### src/rtl/alu_issue_decoder.sv
// alu_issue_decoder: registered ALU-control decode/issue stage with MUL/DIV throttle; RV32M_EN enables M-extension decode
module alu_issue_decoder #(
  parameter int CTRL_W  = 5,
  parameter int MUL_LAT = 2,
  parameter int DIV_LAT = 34
) (
  input  logic              clk,
  input  logic              resetn,
  input  logic              flush,
  input  logic              in_valid,
  output logic              in_ready,
  input  logic [1:0]        alu_op,
  input  logic [6:0]        opcode,
  input  logic [2:0]        funct3,
  input  logic [6:0]        funct7,
  output logic              out_valid,
  input  logic              out_ready,
  output logic [CTRL_W-1:0] alu_control,
  output logic              cmp_invert,
  output logic              multicycle,
  output logic              illegal
);
  localparam int MAX_LAT = MUL_LAT > DIV_LAT ? MUL_LAT : DIV_LAT;
  localparam int BW = $clog2(MAX_LAT + 1);
  logic [BW-1:0] busy;
  logic [4:0] ctrl;
  logic inv, mc, ill;
  function automatic logic [4:0] base_op(input logic [2:0] f);
    return f == 3'd0 ? 5'd0 : f < 3'd6 ? {2'b00, f} + 5'd1 : {2'b00, f} + 5'd2;
  endfunction
  always_comb begin
    ctrl = 5'd0;
    inv = 1'b0;
    mc = 1'b0;
    ill = 1'b0;
    if (alu_op == 2'b01) ctrl = 5'd1;
    else if (alu_op == 2'b11) ill = 1'b1;
    else if (alu_op == 2'b10)
      case (opcode)
        7'b0110011:
          if (funct7 == 7'b0000000) ctrl = base_op(funct3);
          else if (funct7 == 7'b0100000 && funct3 == 3'b000) ctrl = 5'd1;
          else if (funct7 == 7'b0100000 && funct3 == 3'b101) ctrl = 5'd7;
`ifdef RV32M_EN
          else if (funct7 == 7'b0000001) begin
            ctrl = {2'b10, funct3};
            mc = 1'b1;
          end
`endif
          else ill = 1'b1;
        7'b0010011:
          if (funct3 == 3'b001 && funct7 != 7'b0000000) ill = 1'b1;
          else if (funct3 == 3'b101 && funct7 != 7'b0000000 && funct7 != 7'b0100000) ill = 1'b1;
          else ctrl = (funct3 == 3'b101 && funct7[5]) ? 5'd7 : base_op(funct3);
        7'b0000011, 7'b0100011, 7'b1100111, 7'b1101111, 7'b0010111: ctrl = 5'd0;
        7'b0110111: ctrl = 5'd10;
        7'b1100011:
          if (funct3[2:1] == 2'b01) ill = 1'b1;
          else begin
            ctrl = funct3[2] ? (funct3[1] ? 5'd4 : 5'd3) : 5'd1;
            inv = funct3[0];
          end
        default: ill = 1'b1;
      endcase
  end
  assign in_ready = !flush && busy == '0 && (!out_valid || out_ready);
  always_ff @(posedge clk) begin
    if (!resetn) begin
      out_valid <= 1'b0;
      alu_control <= '0;
      cmp_invert <= 1'b0;
      multicycle <= 1'b0;
      illegal <= 1'b0;
      busy <= '0;
    end else if (flush) begin
      out_valid <= 1'b0;
      busy <= '0;
    end else begin
      if (in_valid && in_ready) begin
        out_valid <= 1'b1;
        alu_control <= CTRL_W'(ctrl);
        cmp_invert <= inv;
        multicycle <= mc;
        illegal <= ill;
      end else if (out_ready) out_valid <= 1'b0;
      busy <= (out_valid && out_ready && multicycle) ? (alu_control[2] ? BW'(DIV_LAT - 1) : BW'(MUL_LAT - 1))
            : busy != '0 ? busy - BW'(1) : busy;
    end
  end
endmodule

### config.mk
export PLATFORM = sky130hd
export DESIGN_NAME = alu_issue_decoder
export DESIGN_NICKNAME = d
export VERILOG_FILES = /design/src/rtl/alu_issue_decoder.sv
export SDC_FILE = /design/constraint.sdc
export NUM_CORES = 1
export LEC_CHECK = 0
export ABC_CLOCK_PERIOD_IN_PS = 2100
export CAP_MARGIN = 20
export CORE_MARGIN = 10
export CORE_UTILIZATION = 30
export CTS_BUF_LIST = sky130_fd_sc_hd__clkbuf_8
export DETAILED_ROUTE_END_ITERATION = 12
export PLACE_DENSITY = 0.54
export SYNTH_ARGS = -nofsm -noshare
export SYNTH_HDL_FRONTEND = slang
export SYNTH_SLANG_ARGS = --single-unit
### constraint.sdc
create_clock -name clk -period 2.1 [get_ports clk]
set_clock_uncertainty 0.1 [all_clocks]
set_input_delay 0.21 -clock clk [delete_from_list [all_inputs] [get_ports clk]]
set_output_delay 0.21 -clock clk [all_outputs]
set_load 0.02 [all_outputs]
# Word-level counts from Yosys, hierarchy flattened
# Cells that the tools add are included.
# word_totals
register_bits	14
latch_bits	0
ram_bits	0
mem_bits_ro	0
inputBits	24
output_inout_bits	10
elab_cells	82
memories	0
# classes
addsub	3
mul	0
n_div	0
order_cmp	1
eq_ne	17
n_shift	0
n_mux	33
n_bitwise	2
reduce_logical	21
# ops
operator	n
two-way mux 4 bit	9
equality test 7 x 6 -> 1 bit (second input constant)	4
equality test 7 bit (second input constant)	3
two-way mux 1 bit	16
case mux 4 bit (4 select lines)	1
two-way mux 3 bit	5
equality test 7 x 5 -> 1 bit (second input constant)	2
logical AND 1 bit	9
equality test 7 x 2 -> 1 bit (second input constant)	1
zero test 7 bit	1
!= test 7 x 6 -> 1 bit (second input constant)	1
nonzero test 7 bit	1
zero test 6 bit	1
two-way mux 6 bit	1
nonzero test 6 bit	1
OR reduction 6 bit	1
subtractor 6 x 1 -> 6 bit (second input constant)	1
adder 3 x 1 -> 4 bit (second input constant)	1
adder 3 x 2 -> 4 bit (second input constant)	1
equality test 2 x 1 -> 1 bit (second input constant)	2
equality test 2 bit (second input constant)	2
case mux 1 bit (4 select lines)	1
equality test 3 x 1 -> 1 bit (second input constant)	1
equality test 3 bit (second input constant)	1
other kinds (8)	10

# Logic depth before layout (Yosys ltp)
# Gate-level depths: netlist of run 1.
# depth
word_depth	10
ltp_mapped	8

# Worst setup path before layout of run 1
# OpenSTA, ideal clock, no wires.
# synth_timing
path_kind	in2reg
from	input funct3[1]
to	register alu_control[0]
arrival_ns	1.612
required_ns	1.930
setup_slack_ns	0.318
cell_stages	7
path_buffers	0
cell_sequence	inv_1 -> ha_1 -> nor2b_4 -> or4_4 -> a2111oi_4 -> o31ai_1 -> a21boi_1
# synth_via
elab_chain_cells	10
word_cells_on_any_way	26
classes_between	1 x order compare; 3 x eq/ne; 15 x mux; 7 x reduce/logical
# synth_lines
element	line	source
start: declaration	14	input logic [2:0] funct3,
less-than comparator 3 bit	29	return f == 3'd0 ? 5'd0 : f < 3'd6 ? {2'b00, f} + 5'd1 : {2'b00, f} + 5'd2;
two-way mux 4 bit (2 in a row)	29	
two-way mux 4 bit	54	else ctrl = (funct3 == 3'b101 && funct7[5]) ? 5'd7 : base_op(funct3);
two-way mux 4 bit	53	else if (funct3 == 3'b101 && funct7 != 7'b0000000 && funct7 != 7'b0100000) ill = 1'b1;
two-way mux 4 bit	52	if (funct3 == 3'b001 && funct7 != 7'b0000000) ill = 1'b1;
case mux 4 bit (4 select lines) *	39	case (opcode)
two-way mux 4 bit *	38	else if (alu_op == 2'b10)
two-way mux 4 bit *	37	else if (alu_op == 2'b11) ill = 1'b1;
two-way mux 4 bit *	36	if (alu_op == 2'b01) ctrl = 5'd1;
end signal: assignment	81	alu_control <= CTRL_W'(ctrl);
end: declaration	18	output logic [CTRL_W-1:0] alu_control,
# Every way passes the cells marked *; elsewhere a longest branch is shown, timed or not.
# A chain may end at the register's enable or synchronous reset.

# Worst setup path in the final report of run 1
# layout_timing
from	register busy[0]
to	output in_ready
# layout_via
elab_chain_cells	3
# layout_lines
element	line	source
start: declaration	25	logic [BW-1:0] busy;
start signal: assignment	86	busy <= (out_valid && out_ready && multicycle) ? (alu_control[2] ? BW'(DIV_LAT - 1) : BW'(MUL_LAT - 1))
zero test 6 bit	66	assign in_ready = !flush && busy == '0 && (!out_valid || out_ready);
logical AND 1 bit (2 in a row)	66	
end: declaration	11	output logic in_ready,
# Every way passes these cells.

==> results.toml, run 1 <==
[finish]
seq_area_um2 = 260
fill_cells = 364
diodes = 0
area_growth_syn_to_layout_pct = 52.2
final_core_util = 0.484
nets = 222
drive_gt1_frac = 0.201
multi_input_area_um2 = 805

[logic_synthesis]
muxShareOfSynthArea = 0.00914
yosysTopAreaCell = "dfxtp_1"
synth-async-reset-ratio = 0
synth-main-ff-cell = "dfxtp_1"
synth-simple-area-share = 0.345
synth_edf_count = 0
yosys-top-cells-count = "15 x nor2_1, 13 x dfxtp_1, 13 x nand2_1, 9 x nand2b_1, 8 x ha_1"
syn_area_per_cell_um2 = 8.05
synth_seq_area_share = 0.238
synth_cell_types = 42
syn_area_um2 = 1090
synth_top_area_share = 0.238
synth_seq_cells = 13
synth_top_family_by_area = "simple AND/OR/NAND/NOR gates"
syn_inst = 136
yosysWarnings = 0
synth_adder_area_share = 0.0914
yosys-top-cells-area = "dfxtp_1 24%, ha_1 9.1%, nand2b_1 5.1%"
synth_xor_xnor_area_share = 0.0480
yosysMostFrequentCell = "nor2_1"
synth_compound_area_frac = 0.217

[pwr]
ir_worst_vdd_v = 0.000426
intPower_mw = 0.783
p_comb_frac = 0.535
switching_share = 0.375
pwr-share-clk = 0.181
p_seq_frac = 0.284
powerDensity_nw_per_um2 = 752
leakagePower_nw = 0.641
p_sw_mw = 0.469
power_mw = 1.25

[status]
outcome = "completed"

[die]
dieArea_um2 = 6470
io_pins = 34
core_um2 = 3440
row_count = 21
die_w_um = 80.4
die_y_um = 80.4
initial_core_util = 0.318

[timing]
max_freq_mhz = 511
grt_setup_unrepaired = "true"
slew_viol_final = 0
hold_viol_final = 0
period_minus_slack_ns = 1.96
setup_viol = 0
finalWorstSetupSlack_ns = 0.144
timing.final.crit_share = 0.932

[placement]
hpwl_um = 2680
io_buffers = 31
dp_slack_ns = -0.230
gp_congestion = 0.771

[hold_path]
hold_path.class = "reg2reg"

[clock_network]
cts_root_buffer = "clkbuf_8"
clock_sinks = 13
clockBufferDepth = 2
clock_latency_ns = 0.25
htree_levels = 1
cts.clk_slew.worst_paths_ns = 0.06
cts_buffers = 3
cts_setup_buffers = 0
tritoncts = "built"

[grt]
track_usage = 0.0929
grt_pass1_wl_um = 4860
antenna_found_initial = 0
first_global_vias = 1112
grt.overflow.total = 0
grt_start_max_net_pins = 11

[route]
drc = 0
drt_iter0_drc = 35
drt-vias-per-instance = 4.80
routed_wirelength_um = 3080
num_vias = 1129
first_pass_iters = 5
wl_per_cell_um = 13.1
antenna_left = 0

[setup_path]
r2r_slack_ns = 0.21
cp.arrival_ns = 1.65
crit_path_start_kind = "register"
crit_fanout = 3
criticalPathCategory = "reg2out"
cp-end-kind = "output pin"
cp.required_ns = 1.79

[flow_run]
drv_cap = 0
layer usage:
layer | up-vias | global-route usage | part of all wire
met5 | - | 0 | 0
met4 | 0 | 0.0423 | 0.018
met3 | 6 | 0.0256 | 0.065
met2 | 34 | 0.149 | 0.45
met1 | 505 | 0.112 | 0.47
li1 | 584 | - | -
layout by cell type (no fill, tap or decap), types with 2 or more instances in the layout:
| cell | instances |
|---|---|
| a211oi_1 | 3 |
| a21boi_0 | 3 |
| a21oi_1 | 5 |
| and2_1 | 2 |
| buf_4 | 22 |
| clkbuf_8 | 3 |
| clkdlybuf4s50_1 | 30 |
| conb_1 | 2 |
| dfxtp_1 | 13 |
| ha_1 | 8 |
| inv_1 | 6 |
| nand2_1 | 13 |
| nand2b_1 | 9 |
| nand3_1 | 2 |
| nand4_1 | 2 |
| nor2_1 | 15 |
| nor2b_1 | 7 |
| nor3_1 | 3 |
| nor3b_1 | 3 |
| nor3b_2 | 2 |
| nor4_1 | 2 |
| o21ai_0 | 4 |
| o221ai_1 | 2 |
| o31ai_1 | 2 |
| xnor2_1 | 5 |
stage by stage:
stage	TNS, ns	std cells	area (um^2)	hold slack, ns
floorplan	0	137	1100	0.238
global placement	-0.512	231	1600	0.355
detailed placement	-0.542	231	1600	0.373
CTS	0	235	1650	0.380
global route	-0.00603	235	1670	0.391
finish	0	235	1670	0.376
worst max-delay path: stages (launching register included):
cell and delay [ns]:
dfxtp_1 0.34, inv_1 0.06, ha_1 0.17, nor3b_2 0.20, nand2_1 0.09, nor3b_1 0.19, clkdlybuf4s15_1 0.35
area by class of cell:
cell class | instances | area share
inverters | 6 | 0.0135
repair buffers | 53 | 0.285
flip-flops and latches | 13 | 0.156
clock inverters | 1 | 0.00300
well taps | 46 | 0.0345
multi-input cells | 113 | 0.483
clock buffers | 3 | 0.0248
flip-flops by register name, indices dropped and copies added (netlist names):
register	count
out_valid	1
cmp_invert	1
alu_control	4
illegal	1
busy	6
power by group through the flow:
stage          sequential (mW)  combinational (mW)  clock [mW]
2_1_floorplan            0.362               0.396           0
3_3_place_gp             0.358               0.664           0
3_5_place_dp             0.361               0.679           0
4_1_cts                  0.356               0.670       0.232
5_1_grt                  0.364               0.736       0.244
6_report                 0.355               0.671       0.227
path summary, 6_finish.rpt:
kind / startpoint / endpoint / cells after the start
setup / recovery: busy[0] / in_ready / 6
hold / removal: alu_control[2] / alu_control[2] / 2
setup reg to reg: busy[0] / cmp_invert / 9
hold reg to reg: alu_control[2] / alu_control[2] / 2
kinds of logic after synthesis:
family,Yosys count
DFF,13
other,1
and+or+nand+nor,66
AOI/OAI and AO/OA,30
xor gates and xnor gates,6
adders and majority gates,8
muxes,1
buffers and inverters,11
timing repair:
action	4_1_cts	5_1_grt
pin swaps	0	3
gates resized for setup	1	5
setup endpoints to repair	1	4
hold buffers	0	0
Note: power is estimated with default switching activity, not from simulation.
==> run 2, diff against run 1 <==
ABC_CLOCK_PERIOD_IN_PS = 2500   (was 2100)
clock period = 2.5 ns   (was 2.1 ns; I/O delays follow)
==> results.toml, run 2 (synthesized netlist as in run 1, its figures left out) <==
[pwr]
leakagePower_nw = 0.584
powerDensity_nw_per_um2 = 630
ir_worst_vdd_v = 0.000252

[placement]
hpwl_um = 2450
gp_congestion = 0.823
place_area_um2 = 1500
io_buffers = 31
dp_slack_ns = 0.110

[route]
drc = 0
wl_per_cell_um = 12.7
num_vias = 1061
first_pass_iters = 4
antenna_left = 0
drt-vias-per-instance = 4.80
routed_wirelength_um = 2800
drt_iter0_drc = 31

[setup_path]
crit_path_start_kind = "primary input"
crit_fanout = 4
cp.arrival_ns = 2.21
r2r_end = "alu_control[1]"
worstRegToRegCells = 8
cp.required_ns = 2.58
r2r_slack_ns = 0.62
cp-end-kind = "register"
regToRegStartpoint = "busy[0]"
criticalPathCategory = "in2reg"

[timing]
period_minus_slack_ns = 2.12
timing.final.crit_share = 0.849
hold_ws_ns = 0.367
hold_viol_final = 0
setup_tns_ns = 0
max_freq_mhz = 471
finalWorstSetupSlack_ns = 0.377
setup_viol = 0
grt_setup_unrepaired = "false"
slew_viol_final = 0

[hold_path]
min_from = "alu_control[3]"
hold_path.class = "reg2reg"
min_delay_worst_endpoint = "alu_control[3]"
hold-path-cell-count = 2

[clock_network]
tritoncts = "built"
clockBufferDepth = 2
htree_levels = 1
cts_root_buffer = "clkbuf_8"
clock_sinks = 13
cts_buffers = 3
cts.clk_slew.worst_paths_ns = 0.06
clock_latency_ns = 0.25
cts-hold-fix-buffers = 0

[flow_run]
drv_cap = 0

[die]
dieArea_um2 = 6470
die_w_um = 80.4
initial_core_util = 0.318
die_y_um = 80.4
io_pins = 34
core_um2 = 3440
row_count = 21

[status]
outcome = "completed"

[finish]
largest_reg_flops = 6
reg_top3 = "busy: 6 flops, alu_control: 4 flops"
multi_input_area_um2 = 786
seq_area_um2 = 260
final_core_util = 0.449
drive_gt1_frac = 0.120
mostFrequentLayoutCells = "30 x clkdlybuf4s50_1, 15 x nor2_1, 13 x nand2_1, 13 x dfxtp_1, 9 x nand2b_1"
layout.cells.most_common = "clkdlybuf4s50_1"
final_cell_area_um2 = 1550
area_growth_syn_to_layout_pct = 41.1
top_register = "busy"
nets = 208
diodes = 0
fill_cells = 347

[grt]
antenna_found_initial = 0
grt_pass1_wl_um = 4660
grt.overflow.total = 0
grt_start_max_net_pins = 11
track_usage = 0.0866
first_global_vias = 1036
==> run 2: metrics by stage <==
| step | instances | power (mW) |
|---|---|---|
| after floorplan | 137 | 0.637 |
| final | 221 | 0.973 |
| after CTS | 221 | 0.992 |
| after global placement | 217 | 0.789 |
| after detailed placement | 217 | 0.800 |
| after global routing | 221 | 1.05 |
==> run 2: how the worst max path moves through the flow <==
stage | slack [ns] | startpoint | cells after the start | endpoint
2_1_floorplan | 0.68 | funct3[1] | 7 | alu_control[0]
3_3_place_gp | 0.13 | funct3[1] | 8 | alu_control[0]
3_5_place_dp | 0.11 | funct3[1] | 8 | alu_control[0]
4_1_cts | 0.009 | busy[0] | 6 | in_ready
5_1_grt | 0.27 | funct3[1] | 8 | alu_control[0]
6_report | 0.38 | funct3[1] | 8 | alu_control[0]
==> run 2: timing repair <==
item / CTS / global route
gates resized for setup: 0 / 1
setup endpoints to repair: 0 / 1
setup buffers: 0 / 0
==> run 2: power breakdown <==
part           switching (mW)  total [mW]  internal (mW)  leakage, nW
clock                  0.0776       0.188          0.110       0.0255
sequential             0.0406       0.297          0.257        0.106
combinational           0.255       0.488          0.233        0.453
total                   0.373       0.973          0.600        0.584
==> run 2: worst max-delay path, stage by stage <==
cell and delay (ns):
clkdlybuf4s50_1 0.47, inv_1 0.08, ha_1 0.20, nor2b_4 0.14, or4_4 0.50, a2111oi_4 0.32, o31ai_1 0.11, a21boi_1 0.14
==> run 2: area by class of cell <==
class / count / share of cell area
Clock buffer: 3 / 0.0267
Clock inverter: 1 / 0.00324
Inverter: 6 / 0.0146
Multi-Input combinational cell: 113 / 0.509
Sequential cell: 13 / 0.168
Tap cell: 46 / 0.0372
Timing Repair Buffer: 39 / 0.241
==> run 2: per-layer routing <==
metal	up-vias	global-route usage	wire (um)
li1	558	-	-
met1	469	0.102	1260
met2	29	0.142	1280
met3	5	0.0212	209
met4	0	0.0423	53
met5	-	0	0
==> run 3, diff against run 2 <==
ABC_CLOCK_PERIOD_IN_PS = 1850   (was 2500)
PLACE_DENSITY = 0.56   (was 0.54)
clock period = 1.85 ns   (was 2.5 ns; I/O delays follow)
==> results.toml, run 3 (synthesized netlist as in run 1, its figures left out) <==
[status]
outcome = "finished with violations"
violations = "setup timing"

[placement]
place_area_um2 = 1680
hpwl_um = 2760
gp_congestion = 0.789
placedCellCount = 241
io_buffers = 31
dp_slack_ns = -0.473

[die]
core_um2 = 3440
die_y_um = 80.4
dieArea_um2 = 6470
io_pins = 34
die_w_um = 80.4
initial_core_util = 0.318
row_count = 21

[finish]
final_core_util = 0.536
largest_reg_flops = 6
top_register = "busy"
area_growth_syn_to_layout_pct = 68.5
reg_top3 = "busy: 6 flops, alu_control: 4 flops"
nets = 236
diodes = 0
final_cell_area_um2 = 1840
drive_gt1_frac = 0.335
mostFrequentLayoutCells = "36 x buf_4, 27 x clkdlybuf4s50_1, 15 x nor2_1"
layout.cells.most_common = "buf_4"
fin_cells = 249

[setup_path]
cp.required_ns = 1.93
crit_fanout = 3
cp.buffers_inverters = 1
slowest_delay_ns = 0.53
path_cells = "clkdlybuf4s50_1, nand3b_4, or3_2, a2111oi_1, o31ai_2, a21boi_1"
cp-end-kind = "register"
cp_top_family = "compound AO/OA/AOI/OAI gates"
cp_slowest_cell = "clkdlybuf4s50_1"
crit_path_start_kind = "primary input"
cp.arrival_ns = 1.94
criticalPathCategory = "in2reg"

[clock_network]
tritoncts = "built"
cts-hold-fix-buffers = 0
clockBufferDepth = 2
clock_latency_ns = 0.24
cts.clk_slew.worst_paths_ns = 0.06
cts_buffers = 3
cts_root_buffer = "clkbuf_8"
htree_levels = 1
clock_sinks = 13

[timing]
timing.final.crit_share = 1.01
max_freq_mhz = 537
period_minus_slack_ns = 1.86
hold_ws_ns = 0.355
finalWorstSetupSlack_ns = -0.0139
setup_tns_ns = -0.0139
slew_viol_final = 0
grt_setup_unrepaired = "true"
setup_viol = 1
hold_viol_final = 0

[grt]
grt_pass1_wl_um = 5520
antenna_found_initial = 0
track_usage = 0.103
first_global_vias = 1264
grt.overflow.total = 0
grt_start_max_net_pins = 11

[pwr]
powerDensity_nw_per_um2 = 885
intPower_mw = 1.03
p_comb_frac = 0.593
p_sw_mw = 0.599
leakagePower_nw = 0.725
pwr-share-clk = 0.156
power_mw = 1.63
switching_share = 0.367
p_seq_frac = 0.251
ir_worst_vdd_v = 0.000404

[route]
drt_iter0_drc = 36
wl_per_cell_um = 13.1
antenna_left = 0
first_pass_iters = 4
routed_wirelength_um = 3270
drt-vias-per-instance = 4.76
drc = 0
num_vias = 1186

[flow_run]
drv_cap = 0

[hold_path]
hold_path.class = "reg2reg"
run 3: worst register-to-register path, cell delays in order, from the launching register on:
cell and delay (ns):
dfxtp_2 0.32, inv_2 0.07, ha_4 0.13, nor3b_4 0.20
buf_4 0.15, nand4_1 0.14, nor4_2 0.29, buf_4 0.17
o31ai_2 0.06, a21boi_1 0.14
run 3: layout make-up:
type / instances / area (um^2)
clock inverters: 1 / 5.00
inverters: 6 / 22.5
repair buffers: 67 / 578
flip-flops and latches: 13 / 263
multi-input cells: 113 / 877
fillers: 332 / 1600
clock buffers: 3 / 41.3
well taps: 46 / 57.6
run 3: power by group through the flow:
stage	Combinational [mW]	Clock [mW]	Sequential (mW)
floorplan	0.450	0	0.411
global placement	0.793	0	0.401
detailed placement	0.815	0	0.405
CTS	0.811	0.263	0.399
global route	1.07	0.279	0.421
finish	0.967	0.255	0.410
run 3: repair_timing:
item,4_1_cts,5_1_grt
gates resized for setup,18,20
pin swaps,6,7
buffers inserted,0,4
endpoints found under the setup margin,6,6
gates cloned,0,0
run 3: worst paths after layout:
| kind | startpoint | to | slack (ns) | depth (start not counted) |
|---|---|---|---|---|
| worst max-delay path | opcode[1] | alu_control[0] | -0.01 | 6 |
| worst min-delay path | alu_control[1] | alu_control[1] | 0.36 | 2 |
| worst max register to register | busy[1] | alu_control[0] | 0.02 | 9 |
| worst min register to register | alu_control[1] | alu_control[1] | 0.36 | 2 |
run 3: routing by layer:
metal / GRT usage / wire, um / vias up / share of wire
met3: 0.0223 / 170 / 2 / 0.052
li1: - / - / 614 / -
met1: 0.114 / 1410 / 546 / 0.43
met2: 0.186 / 1660 / 24 / 0.51
met5: 0 / 0 / - / 0
met4: 0.0370 / 31 / 0 / 0.0095
